File: src/rtl/axi_pkg.sv
// Shared AXI encodings and the read-request record used by the read mux (and later the write side).
package axi_pkg;

    localparam int AXI_MAX_AW = 64;

    localparam logic [1:0] BURST_INCR  = 2'b01;
    localparam logic [1:0] RESP_OKAY   = 2'b00;
    localparam logic [1:0] RESP_SLVERR = 2'b10;

    typedef struct packed {
        logic [AXI_MAX_AW-1:0] addr;
        logic [7:0]            len;
        logic [2:0]            size;
    } ar_req_t;

endpackage

File: src/rtl/rr_arbiter.sv
// Round-robin arbiter: grants the first requester at or after ptr_i, wrapping around.
// Kept free of AXI specifics so the write channel can reuse it.
module rr_arbiter #(
    parameter int N  = 2,
    parameter int PW = (N > 1) ? $clog2(N) : 1
) (
    input  logic [N-1:0]  req_i,
    input  logic [PW-1:0] ptr_i,
    output logic [N-1:0]  grant_o,
    output logic          valid_o
);

    always_comb begin
        grant_o = '0;
        valid_o = 1'b0;
        for (int k = 0; k < N; k++) begin
            for (int i = 0; i < N; i++) begin
                if (!valid_o && (i == (int'(ptr_i) + k) % N) && req_i[i]) begin
                    grant_o[i] = 1'b1;
                    valid_o    = 1'b1;
                end
            end
        end
    end

endmodule

File: src/rtl/axi_rd_mux.sv
// N-port AXI4 read master: round-robin AR issue with ARID = client index, R beats routed back by RID.
// Define AXI_RD_MUX_TIMEOUT_EN to add per-port read timeouts with stale-ID tracking.
module axi_rd_mux
    import axi_pkg::*;
#(
    parameter int NUM_PORTS   = 2,
    parameter int AW          = 64,
    parameter int DW          = 64,
    parameter int IDW         = 4,
    parameter int TIMEOUT_CYC = 1024
) (
    input  logic                    clk,
    input  logic                    rstn,
    input  logic [NUM_PORTS-1:0]    req_valid,
    output logic [NUM_PORTS-1:0]    req_ready,
    input  logic [NUM_PORTS*AW-1:0] req_addr,
    input  logic [NUM_PORTS*8-1:0]  req_len,
    input  logic [NUM_PORTS*3-1:0]  req_size,
    output logic [NUM_PORTS-1:0]    resp_valid,
    output logic [DW-1:0]           resp_data,
    output logic                    resp_last,
    output logic [1:0]              resp_resp,
    output logic                    unexp_rid,
    output logic [IDW-1:0]          ARID,
    output logic [AW-1:0]           ARADDR,
    output logic [7:0]              ARLEN,
    output logic [2:0]              ARSIZE,
    output logic [1:0]              ARBURST,
    output logic                    ARVALID,
    input  logic                    ARREADY,
    input  logic [IDW-1:0]          RID,
    input  logic [DW-1:0]           RDATA,
    input  logic [1:0]              RRESP,
    input  logic                    RLAST,
    input  logic                    RVALID,
    output logic                    RREADY
);

    localparam int PW = (NUM_PORTS > 1) ? $clog2(NUM_PORTS) : 1;

    logic [NUM_PORTS-1:0] busy_q, busy_d;
    logic [PW-1:0]        rr_ptr_q, rr_ptr_d;
    ar_req_t              ar_q, ar_d;
    logic [IDW-1:0]       ar_id_q, ar_id_d;
    logic [1:0]           ar_burst_q, ar_burst_d;
    logic                 arvalid_q, arvalid_d;
    logic                 rready_q;
    logic [NUM_PORTS-1:0] resp_valid_q, resp_valid_d;
    logic [DW-1:0]        resp_data_q, resp_data_d;
    logic                 resp_last_q, resp_last_d;
    logic [1:0]           resp_resp_q, resp_resp_d;
    logic                 unexp_q, unexp_d;

    logic [NUM_PORTS-1:0] eligible, grant, rid_hit, stale;
    logic                 gnt_valid, beat_fire, rid_ok, rid_stale;

`ifdef AXI_RD_MUX_TIMEOUT_EN
    localparam int CW = $clog2(TIMEOUT_CYC + 1);
    logic [NUM_PORTS-1:0] stale_q, stale_d;
    logic [CW-1:0]        cnt_q [NUM_PORTS];
    logic [CW-1:0]        cnt_d [NUM_PORTS];
    logic                 to_done;
    assign stale = stale_q;
`else
    assign stale = '0;
`endif

    // A new grant is allowed only when the AR stage is empty or emptying this cycle.
    assign eligible = (rready_q && (!arvalid_q || ARREADY)) ? (req_valid & ~busy_q & ~stale) : '0;

    rr_arbiter #(
        .N  (NUM_PORTS),
        .PW (PW)
    ) u_arb (
        .req_i   (eligible),
        .ptr_i   (rr_ptr_q),
        .grant_o (grant),
        .valid_o (gnt_valid)
    );

    always_comb begin
        for (int i = 0; i < NUM_PORTS; i++) begin
            rid_hit[i] = (RID == IDW'(i));
        end
    end

    assign beat_fire = RVALID && rready_q;
    assign rid_ok    = beat_fire && |(rid_hit & busy_q);
    assign rid_stale = beat_fire && |(rid_hit & stale);

    always_comb begin
        ar_d       = ar_q;
        ar_id_d    = ar_id_q;
        ar_burst_d = ar_burst_q;
        rr_ptr_d   = rr_ptr_q;
        arvalid_d  = arvalid_q && !ARREADY;
        for (int i = 0; i < NUM_PORTS; i++) begin
            if (gnt_valid && grant[i]) begin
                arvalid_d         = 1'b1;
                ar_id_d           = IDW'(i);
                ar_burst_d        = BURST_INCR;
                rr_ptr_d          = PW'((i + 1) % NUM_PORTS);
                ar_d.addr         = '0;
                ar_d.addr[AW-1:0] = req_addr[i*AW +: AW];
                ar_d.len          = req_len[i*8 +: 8];
                ar_d.size         = req_size[i*3 +: 3];
            end
        end
    end

    // Response routing; RLAST frees the port at the same edge the beat is forwarded.
    always_comb begin
        busy_d       = busy_q;
        resp_valid_d = '0;
        resp_data_d  = resp_data_q;
        resp_last_d  = 1'b0;
        resp_resp_d  = resp_resp_q;
        unexp_d      = unexp_q;
        if (gnt_valid) begin
            busy_d = busy_q | grant;
        end
        if (rid_ok) begin
            resp_valid_d = rid_hit;
            resp_data_d  = RDATA;
            resp_last_d  = RLAST;
            resp_resp_d  = RRESP;
            if (RLAST) begin
                busy_d = busy_d & ~rid_hit;
            end
        end else if (beat_fire && !rid_stale) begin
            unexp_d = 1'b1;
        end
`ifdef AXI_RD_MUX_TIMEOUT_EN
        stale_d = stale_q;
        to_done = 1'b0;
        for (int i = 0; i < NUM_PORTS; i++) begin
            cnt_d[i] = cnt_q[i];
            if (busy_q[i] && !(arvalid_q && ar_id_q == IDW'(i)) && cnt_q[i] != CW'(TIMEOUT_CYC)) begin
                cnt_d[i] = cnt_q[i] + CW'(1);
            end
            if (arvalid_q && ARREADY && ar_id_q == IDW'(i)) begin
                cnt_d[i] = '0;
            end
            // A real beat owns the response bus this cycle; a pending timeout waits one cycle.
            if (!rid_ok && !to_done && busy_q[i] && cnt_q[i] == CW'(TIMEOUT_CYC)) begin
                to_done         = 1'b1;
                resp_valid_d    = '0;
                resp_valid_d[i] = 1'b1;
                resp_last_d     = 1'b1;
                resp_resp_d     = RESP_SLVERR;
                resp_data_d     = '0;
                busy_d[i]       = 1'b0;
                stale_d[i]      = 1'b1;
            end
            if (rid_stale && RLAST && rid_hit[i]) begin
                stale_d[i] = 1'b0;
            end
        end
`endif
    end

    always_ff @(posedge clk or negedge rstn) begin
        if (!rstn) begin
            busy_q       <= '0;
            rr_ptr_q     <= '0;
            ar_q         <= '0;
            ar_id_q      <= '0;
            ar_burst_q   <= '0;
            arvalid_q    <= 1'b0;
            rready_q     <= 1'b0;
            resp_valid_q <= '0;
            resp_data_q  <= '0;
            resp_last_q  <= 1'b0;
            resp_resp_q  <= RESP_OKAY;
            unexp_q      <= 1'b0;
        end else begin
            busy_q       <= busy_d;
            rr_ptr_q     <= rr_ptr_d;
            ar_q         <= ar_d;
            ar_id_q      <= ar_id_d;
            ar_burst_q   <= ar_burst_d;
            arvalid_q    <= arvalid_d;
            rready_q     <= 1'b1;
            resp_valid_q <= resp_valid_d;
            resp_data_q  <= resp_data_d;
            resp_last_q  <= resp_last_d;
            resp_resp_q  <= resp_resp_d;
            unexp_q      <= unexp_d;
        end
    end

`ifdef AXI_RD_MUX_TIMEOUT_EN
    always_ff @(posedge clk or negedge rstn) begin
        if (!rstn) begin
            stale_q <= '0;
            for (int i = 0; i < NUM_PORTS; i++) begin
                cnt_q[i] <= '0;
            end
        end else begin
            stale_q <= stale_d;
            for (int i = 0; i < NUM_PORTS; i++) begin
                cnt_q[i] <= cnt_d[i];
            end
        end
    end
`endif

    assign req_ready  = grant;
    assign ARVALID    = arvalid_q;
    assign ARID       = ar_id_q;
    assign ARADDR     = ar_q.addr[AW-1:0];
    assign ARLEN      = ar_q.len;
    assign ARSIZE     = ar_q.size;
    assign ARBURST    = ar_burst_q;
    assign RREADY     = rready_q;
    assign resp_valid = resp_valid_q;
    assign resp_data  = resp_data_q;
    assign resp_last  = resp_last_q;
    assign resp_resp  = resp_resp_q;
    assign unexp_rid  = unexp_q;

endmodule
File: config.mk
export PLATFORM = sky130hd
export DESIGN_NAME = axi_rd_mux
export DESIGN_NICKNAME = d
export VERILOG_FILES = /design/src/rtl/axi_pkg.sv /design/src/rtl/rr_arbiter.sv /design/src/rtl/axi_rd_mux.sv
export SDC_FILE = /design/constraint.sdc
export NUM_CORES = 1
export LEC_CHECK = 0
export ABC_AREA = 1
export CAP_MARGIN = 20
export CORE_ASPECT_RATIO = 0.6
export CORE_MARGIN = 2
export CORE_UTILIZATION = 38
export DETAILED_ROUTE_END_ITERATION = 7
export GPL_TIMING_DRIVEN = 0
export PLACE_DENSITY_LB_ADDON = 0.15
export RECOVER_POWER = 25
export SYNTH_ARGS = -nofsm -noshare
export SYNTH_HDL_FRONTEND = slang
export SYNTH_SLANG_ARGS = --single-unit
File: constraint.sdc
create_clock -name clk -period 1.8 [get_ports clk]
set_clock_uncertainty 0.15 [all_clocks]
set_input_delay 0.36 -clock clk [delete_from_list [all_inputs] [get_ports clk]]
set_output_delay 0.36 -clock clk [all_outputs]
set_load 0.005 [all_outputs]
==> impl_metrics.tcl <==
set metrics [dict create \
    clk_pin_slew_ns 0.06 \
    synth-simple-area-share_pct 36.2 \
    die_h_um 106 \
    grt_pass1_wl_um 36800 \
    fin_ws_ns -0.175 \
    p_leak_nw 5.78 \
    reg2reg_from "ARVALID" \
    clkLatencyLatePin_ns 0.40 \
    layout_min_cycle_time_ns 1.98 \
    worstMarginPinSlew_ns 0.830 \
    cp.arrival_ns 1.47 \
    fill_cells 1463 \
    synth_top_family_by_area "simple AND/OR/NAND/NOR gates" \
    syn_inst 770 \
    vias 7125 \
    multi_input_area_mm2 0.00247 \
    rsz0062_at_grt "yes" \
    max_freq_mhz 506 \
    synth_fa_ha_area_share_pct 0 \
    start_util_pct 38.7 \
    cts_buffer_depth 2 \
    track_usage_pct 25.3 \
    pre_cts_slack_ns -0.906 \
    final_nets 1428 \
    place_hpwl_um 17900 \
    area_delta_synth_final_pct 74.6 \
    syn_area_mm2 0.00663 \
    rows 37 \
    reg2regPathDepth 10 \
    finalSetupViolCount 14 \
    drt-initial-drc-count 530 \
    placed_area_mm2 0.0107 \
    ys_seq_area_share_pct 57.3 \
    hold_violations 0 \
    synth.avg_cell_area_um2 8.62 \
    wl_per_cell_um 16.7 \
    violations "negative setup slack" \
    finalSetupTns_ns -0.756 \
    firstDrtPassIters 5 \
    numCtsBuffers 17 \
    muxShareOfSynthArea_pct 0 \
    wl_um 24200 \
    ys_types 20 \
    ys_seq_elements 152 \
    avgViaCountPerCell 4.92 \
    post-route-period-util_pct 110 \
    yosysWarnings 0 \
    hold_path_depth 2 \
    r2r_end "ARADDR[5]" \
    htreeDepth 4 \
    status "finished with violations" \
    place.gp.congestion 0.832 \
    utilization_pct 67.6 \
    die_width_um 175 \
    most-common-layout-cells "293 x nand3_1, 230 x clkdlybuf4s50_1, 221 x nand2_1" \
    cp_max_fo 2 \
    grt_pass1_vias 6855 \
    p_per_area_mw_per_mm2 1020 \
    grt_overflow 0 \
    critPathLaunchType "flop" \
    cp-end-kind "primary output" \
    grt_max_degree 97 \
    drv_slew 0 \
    ant_nets 0 \
    holdPathEnd "resp_valid[0]" \
    io_buffers 377 \
    synth-compound-area-share_pct 0.189 \
    regArea_mm2 0.00380 \
    route.detailed.drc 0 \
    drv_cap 0 \
    worstPathRequired_ns 1.29 \
    layout-drive-gt1-share_pct 11.6 \
    final_common_cell "nand3_1" \
    cts-root-buf "clkbuf_16" \
    ir_drop_mv 0.498 \
    reg2reg_slack_ns 0.04 \
    dieArea_mm2 0.0186 \
    relSlewSlack_pct 44.7 \
    antenna_found_initial 1 \
    finalInstanceArea_mm2 0.0116 \
    cts_sinks 152 \
    hold_path.class "in -> reg" \
    core_area_mm2 0.0171 \
    num_io_pins 382 \
    hold_start "RID[0]" \
    synth_xor_area_share_pct 0 \
    cts_tree "yes" \
    crit_type "reg -> out" \
]
[critical path: stages, from the launching register on]
cell     delay (ns)
dfrtp_1        0.40
nand2_2        0.11
nand2_4        0.07
buf_6          0.12
nor2_4         0.08
buf_6          0.11
nand2_4        0.05
inv_2          0.04
buf_6          0.09
[cells by family after synthesis]
family,Yosys count
other,2
AO/OA/AOI/OAI,2
buffers and inverters,80
flip-flops,152
AND/OR/NAND/NOR,534
[metrics by stage]
stage	instances	power, W	hold slack, ns
after global placement	1384	0.00842	0.300
final	1449	0.0118	0.0982
after floorplan	773	0.00579	-0.0856
after CTS	1435	0.0119	0.181
after detailed placement	1385	0.00848	0.215
after global routing	1449	0.0124	0.134
[worst max path at each step]
stage	from	end	slack (ns)	cells after the start
6_report	ARVALID	req_ready[0]	-0.18	8
3_3_place_gp	rstn	ARLEN[5]	-6.13	1
2_1_floorplan	ARVALID	req_ready[0]	0.27	7
5_1_grt	ARVALID	req_ready[0]	-0.22	8
4_1_cts	ARVALID	req_ready[0]	-0.16	8
3_5_place_dp	req_valid[1]	req_ready[1]	-0.91	7
[area by class of cell]
cell class,count,share of cell area [%]
clock buffer,18,3.79
sequential,152,32.9
inverter,15,0.508
clock inverter,14,1.51
timing repair buffer,409,33.7
antenna,1,0.0216
multi-input combinational,541,21.4
tap,234,2.53
buffer,65,3.71
[flip-flops by register name (all words and copies together), names as in the netlist]
| register | cells |
|---|---|
| ARADDR | 64 |
| resp_data | 64 |
| ARLEN | 8 |
| ARSIZE | 3 |
| busy_q | 2 |
| resp_resp | 2 |
| resp_valid | 2 |
| ARBURST | 1 |
| ARID | 1 |
| ARVALID | 1 |
| RREADY | 1 |
| resp_last | 1 |
| rr_ptr_q | 1 |
| unexp_rid | 1 |
[routing by layer]
metal / wire length [um] / GRT usage, % / vias to the layer above
met5: 0 / 0 / -
met4: 566 / 8.33 / 0
met3: 1730 / 6.94 / 38
met2: 11900 / 42.5 / 271
met1: 10000 / 31.8 / 3378
li1: - / - / 3438
[synthesized netlist by cell type (all sizes together)]
| master | count | area [um2] |
|---|---|---|
| buf | 54 | 313 |
| nand2 | 226 | 856 |
| conb | 2 | 7.51 |
| nand3 | 295 | 1480 |
| clkinv | 1 | 3.75 |
| o21bai | 1 | 7.51 |
| nor3 | 2 | 10.0 |
| a21oi | 1 | 5.00 |
| dfrtp | 152 | 3800 |
| nand3b | 1 | 7.51 |
| clkbuf | 11 | 41.3 |
| nor2 | 8 | 37.5 |
| nand4 | 2 | 12.5 |
| inv | 14 | 52.6 |
[power by group]
part,internal [W],switching [W],leakage (nW)
sequential,0.00428,0.000459,1.96
clock,0.00215,0.00161,0.305
combinational,0.00197,0.00130,3.52
[what timing repair did]
item                                    CTS  global route
hold buffers                              1             0
gates cloned                              0             0
gates resized for setup                 133            89
setup buffers                            17            13
endpoints found under the hold margin    56             0
pin swaps                                 5             6
endpoints found under the setup margin  113           139
Note: power is estimated with default switching activity, not from simulation.
